$ cat src/rtl/btn_conditioner.sv
// btn_conditioner: per-button synchroniser, debounce, press/release pulses and
// hold-to-auto-repeat events for the raw board push-buttons feeding cylon_top.
module btn_conditioner #(
  parameter int unsigned      N_BTN           = 3,
  // 26 bits so the 0.5 s default repeat delay at 100 MHz is representable
  parameter int unsigned      CNT_W           = 26,
  parameter logic [CNT_W-1:0] DEBOUNCE_CYCLES = CNT_W'(1_000_000),
  parameter logic [CNT_W-1:0] REPEAT_DELAY    = CNT_W'(50_000_000),
  parameter logic [CNT_W-1:0] REPEAT_PERIOD   = CNT_W'(10_000_000)
) (
  input  logic             clk,
  input  logic             rst_n,
  input  logic [N_BTN-1:0] btn_in,
  output logic [N_BTN-1:0] btn_level,
  output logic [N_BTN-1:0] btn_press,
  output logic [N_BTN-1:0] btn_release,
  output logic [N_BTN-1:0] btn_event
);

  localparam logic [1:0] RELEASED   = 2'd0;
  localparam logic [1:0] PRESS_PEND = 2'd1;
  localparam logic [1:0] PRESSED    = 2'd2;
  localparam logic [1:0] REL_PEND   = 2'd3;

  // A single stable sample is enough to accept a level change
  localparam logic ONE_SHOT = (DEBOUNCE_CYCLES == CNT_W'(1));
  localparam logic REP_EN   = (REPEAT_DELAY != '0);

  logic [N_BTN-1:0] sync0;
  logic [N_BTN-1:0] sync1;

  // Two-flop synchroniser for the asynchronous button pins
  always_ff @(posedge clk or negedge rst_n) begin
    if (!rst_n) begin
      sync0 <= '0;
      sync1 <= '0;
    end else begin
      sync0 <= btn_in;
      sync1 <= sync0;
    end
  end

  for (genvar g = 0; g < N_BTN; g++) begin : g_ch
    logic [1:0]       state;
    logic [CNT_W-1:0] cnt;
    logic [CNT_W-1:0] rcnt;
    logic             rep_started;
    logic             level_r;
    logic             press_r;
    logic             release_r;
    logic             event_r;
    logic             s;
    logic [CNT_W-1:0] cnt_inc;
    logic [CNT_W-1:0] rcnt_inc;
    logic [CNT_W-1:0] rep_target;

    // Next-count values and the current repeat interval (first delay, then period)
    always_comb begin
      s          = sync1[g];
      cnt_inc    = cnt + CNT_W'(1);
      rcnt_inc   = rcnt + CNT_W'(1);
      rep_target = rep_started ? REPEAT_PERIOD : REPEAT_DELAY;
    end

    // Debounce FSM; a change is accepted on the edge that sees the
    // DEBOUNCE_CYCLES-th consecutive stable sample, so the entry sample counts as 1
    always_ff @(posedge clk or negedge rst_n) begin
      if (!rst_n) begin
        state       <= RELEASED;
        cnt         <= '0;
        rcnt        <= '0;
        rep_started <= 1'b0;
        level_r     <= 1'b0;
        press_r     <= 1'b0;
        release_r   <= 1'b0;
        event_r     <= 1'b0;
      end else begin
        press_r   <= 1'b0;
        release_r <= 1'b0;
        event_r   <= 1'b0;
        case (state)
          RELEASED: begin
            if (s) begin
              if (ONE_SHOT) begin
                state       <= PRESSED;
                cnt         <= '0;
                press_r     <= 1'b1;
                event_r     <= 1'b1;
                level_r     <= 1'b1;
                rcnt        <= '0;
                rep_started <= 1'b0;
              end else begin
                state <= PRESS_PEND;
                cnt   <= CNT_W'(1);
              end
            end
          end
          PRESS_PEND: begin
            if (!s) begin
              state <= RELEASED;
              cnt   <= '0;
            end else if (cnt_inc == DEBOUNCE_CYCLES) begin
              state       <= PRESSED;
              cnt         <= '0;
              press_r     <= 1'b1;
              event_r     <= 1'b1;
              level_r     <= 1'b1;
              rcnt        <= '0;
              rep_started <= 1'b0;
            end else begin
              cnt <= cnt_inc;
            end
          end
          PRESSED: begin
            if (!s) begin
              if (ONE_SHOT) begin
                state     <= RELEASED;
                cnt       <= '0;
                release_r <= 1'b1;
                level_r   <= 1'b0;
              end else begin
                state <= REL_PEND;
                cnt   <= CNT_W'(1);
              end
            end else if (REP_EN) begin
              if (rcnt_inc == rep_target) begin
                event_r     <= 1'b1;
                rcnt        <= '0;
                rep_started <= 1'b1;
              end else begin
                rcnt <= rcnt_inc;
              end
            end
          end
          REL_PEND: begin
            if (s) begin
              state <= PRESSED;
              cnt   <= '0;
            end else if (cnt_inc == DEBOUNCE_CYCLES) begin
              state     <= RELEASED;
              cnt       <= '0;
              release_r <= 1'b1;
              level_r   <= 1'b0;
            end else begin
              cnt <= cnt_inc;
            end
          end
          default: begin
            state <= RELEASED;
            cnt   <= '0;
          end
        endcase
      end
    end

    assign btn_level[g]   = level_r;
    assign btn_press[g]   = press_r;
    assign btn_release[g] = release_r;
    assign btn_event[g]   = event_r;
  end

endmodule

$ cat config.mk
export PLATFORM = sky130hd
export DESIGN_NAME = btn_conditioner
export DESIGN_NICKNAME = d
export VERILOG_FILES = /design/src/rtl/btn_conditioner.sv
export SDC_FILE = /design/constraint.sdc
export NUM_CORES = 1
export LEC_CHECK = 0
export ABC_CLOCK_PERIOD_IN_PS = 3000
export CORE_ASPECT_RATIO = 1.1
export CORE_UTILIZATION = 45
export DETAILED_ROUTE_END_ITERATION = 12
export PLACE_DENSITY = 0.59
export REMOVE_ABC_BUFFERS = 1
export SLEW_MARGIN = 20
export SYNTH_ARGS = -nofsm -noshare
export SYNTH_HDL_FRONTEND = slang
export SYNTH_SLANG_ARGS = --single-unit
export TNS_END_PERCENT = 100
$ cat constraint.sdc
create_clock -name clk -period 3 [get_ports clk]
set_clock_uncertainty 0.1 [all_clocks]
set_input_delay 0.9 -clock clk [delete_from_list [all_inputs] [get_ports clk]]
set_output_delay 0.9 -clock clk [all_outputs]
set_load 0.01 [all_outputs]
==> flow_summary.toml, run 1 <==
[status]
outcome = "finished with violations"
violations = "setup timing"

[floorplanning]
die_w_microns = 167
coreArea_sq_mm = 0.0296
initial_core_util_pct = 45.7
die_h_microns = 184
rows = 66
boundaryPins = 17
die-area_sq_mm = 0.0307

[setup_path]
crit_start = "g_ch[1].cnt[1]"
cp-end-kind = "register"
worstSetupPathType = "register to register"
worst_ep_arrival_time_ns = 3.31
crit_path_start_kind = "register"
worstReg2RegStart = "g_ch[1].cnt[1]"
crit_fanout = 10
reg2regPathDepth = 9
required_ns = 3.27

[clock_network]
root_buffer = "clkbuf_16"
numCtsBuffers = 17
insertion_delay_ns = 0.46
cts.htree.levels = 4
clock-sinks = 183
clk_pin_slew_ns = 0.07
cts_buffer_depth = 2
cts_tree = "yes"

[sta]
period_minus_slack_ns = 3.04
setup_violations = 8
fin_crit_sh_pct = 101
slew_headroom_pct = 33.7
worst_pin_slew_ns = 0.994
timing.fmax_mhz = 329
rsz0062_at_grt = "true"
fin_ws_ns = -0.0423
hold_viol = 0
drv_slew = 0

[route]
totalWireLength_microns = 39800
drtIter0Drc = 1063
via_count = 13600
drcViolationCount = 0
post_drt_wl_per_cell_microns = 18.0
avgViaCountPerCell = 6.12
dr.pass1.iters = 6
antenna_left = 0

[synthesis]
yosys_warnings = 0
syn-cell-area_sq_mm = 0.0135
syn_inst = 1605
synth_flop_cell = "dfrtp_1"
synth_seq_cells = 183
synth_area_per_cell_sq_um = 8.41
ys_seq_area_share_pct = 33.9
ys_types = 96
synth_edf_count = 0
async_flop_share_pct = 100

[global_route]
grt_start_max_net_pins = 57
use_met1_pct = 33.8
grt_pass1_vias = 12600
globalRouteMet3Util_pct = 3.06
grt_overflow = 0
grtUsageMet2_pct = 41.4
track_usage_pct = 25.0
grt_first_pass_wirelength_microns = 63100
grt-busiest-layer = "met2"
grt_antenna_before_repair = 0

[place]
place_ws_ns = -0.0982
place_congestion = 0.896
dp_hpwl_microns = 27200
io_buffers = 16

[finish]
drive_gt1_share_pct = 31.5
area_growth_pct = 30.6
n_fill_cell = 2583
final_nets = 1851
fin_util_pct = 59.7
seq_area_sq_mm = 0.00459
multi_input_area_sq_mm = 0.00894
antenna_cells = 0

[min_path]
hold_class = "register to register"
hold_depth = 0
hold_start = "sync0[2]"

[pwr]
p_leak_uw = 0.00728
ir_worst_vdd_mv = 0.402
p_per_area_mw_per_mm2 = 471

[flow_run]
maxCapViolCount = 0
-- report_power, final --
group	leakage [uW]	switching [uW]	internal [uW]
sequential	0.00249	175	2630
clock	0.000293	1040	1380
combinational	0.00450	1830	1250
-- synthesized netlist by cell type, types with 37 or more instances --
| master | instances | share of area (%) |
|---|---|---|
| dfrtp_1 | 183 | 34 |
| nand2_1 | 158 | 4.4 |
| nand3_1 | 93 | 3.4 |
| nor2_1 | 92 | 2.6 |
| o21ai_0 | 86 | 3.2 |
| a21oi_1 | 71 | 2.6 |
| clkbuf_1 | 57 | 1.6 |
| nand4_1 | 54 | 2.5 |
| inv_1 | 51 | 1.4 |
| buf_2 | 49 | 1.8 |
| a31oi_1 | 43 | 2.0 |
| and3_1 | 42 | 1.9 |
| nor4_1 | 37 | 1.7 |
-- cells in the final DEF, fill, tap and decap left out, types with 17 or more instances in the layout --
cell type,instances
nor4_1,22
a31oi_1,37
o31ai_2,19
a22o_1,19
nand4_1,54
or4_1,18
xnor2_1,26
nand3_1,89
clkbuf_16,21
a21oi_1,64
o21ai_0,76
buf_4,291
or3_1,17
inv_1,51
and2_1,19
and3_1,37
nand2_1,156
nor3_1,23
dfrtp_1,171
nor2_1,89
-- final cells by class --
type,count,share of cell area [%]
multi-input cells,1239,50.7
flip-flops and latches,183,26.0
repair buffers,336,16.0
clock buffers,22,2.69
well taps,374,2.65
inverters,51,1.09
clock inverters,10,0.816
-- metal layers --
layer / part of all wire (%) / vias to the layer above
met4: 1.8 / 0
met3: 4.3 / 58
met1: 46 / 6614
li1: - / 6518
met2: 48 / 368
met5: 0 / -
-- per-stage QoR --
step	std cells	setup TNS (ns)	total power, uW	hold slack [ns]	cell area (sq um)
2_1_floorplan	1472	-19.80	4330	0.231	12800
3_3_place_gp	2141	-0.938	5470	0.236	15700
5_1_grt	2215	-3.73	8800	0.259	17600
3_5_place_dp	2141	-1.66	5520	0.236	15700
4_1_cts	2175	-0.00872	7980	0.251	16400
6_report	2215	-0.197	8310	0.251	17600
-- worst paths after layout --
kind / to / slack, ns
worst max register to register: g_ch[1].rcnt[25] / -0.04
worst min-delay path: sync1[2] / 0.25
max in group asynchronous: g_ch[2].cnt[3] / 1.78
min in group asynchronous: g_ch[0].cnt[9] / 0.30
worst max-delay path: g_ch[1].rcnt[25] / -0.04
worst min register to register: sync1[2] / 0.25
-- worst max-delay path, cell delays in order (launching register included) --
cell and delay [ns]:
dfrtp_1 0.42, nand3_1 0.13, buf_4 0.20, or4_1 0.52, o311a_1 0.19, nor3_1 0.20, and4_4 0.29, a21boi_1 0.11
or4b_4 0.57, o31ai_2 0.23
-- registers in the layout, indices dropped and copies added (netlist names), named ones only --
signal            flops
g_ch.cnt             78
g_ch.event_r          3
g_ch.level_r          3
g_ch.press_r          3
g_ch.rcnt            78
g_ch.release_r        3
g_ch.rep_started      3
g_ch.state            3
sync0                 3
sync1                 3
-- cells by family after synthesis --
kind of cell	count (synthesis)	share of synthesized area [%]
AO/OA/AOI/OAI	455	24.2
XOR/XNOR	38	2.46
adder cells (fa/ha/maj)	18	1.67
buffers and inverters	184	6.34
flip-flops	183	33.9
multiplexers	17	1.30
AND/OR/NAND/NOR	710	30.2
-- repair_timing --
| action | in CTS | in global routing |
|---|---|---|
| gates resized for setup | 21 | 171 |
| endpoints found under the hold margin | 0 | 0 |
| pin swaps | 6 | 47 |
| gates cloned | 0 | 6 |
| setup buffers | 2 | 34 |
| hold buffers | 0 | 0 |
| setup endpoints to repair | 54 | 140 |
(Power assumes the default switching activity.)
==> inputs of run 2 (changes only) <==
--- a/config.mk
+++ b/config.mk
@@ -9,6 +9,7 @@
 export CORE_ASPECT_RATIO = 1.1
 export CORE_UTILIZATION = 45
 export DETAILED_ROUTE_END_ITERATION = 12
+export HOLD_SLACK_MARGIN = 0.06
 export PLACE_DENSITY = 0.59
 export REMOVE_ABC_BUFFERS = 1
 export SLEW_MARGIN = 20
==> results of run 2 <==
Same layout as run 1: the final DEF is identical, and so are final timing and power.
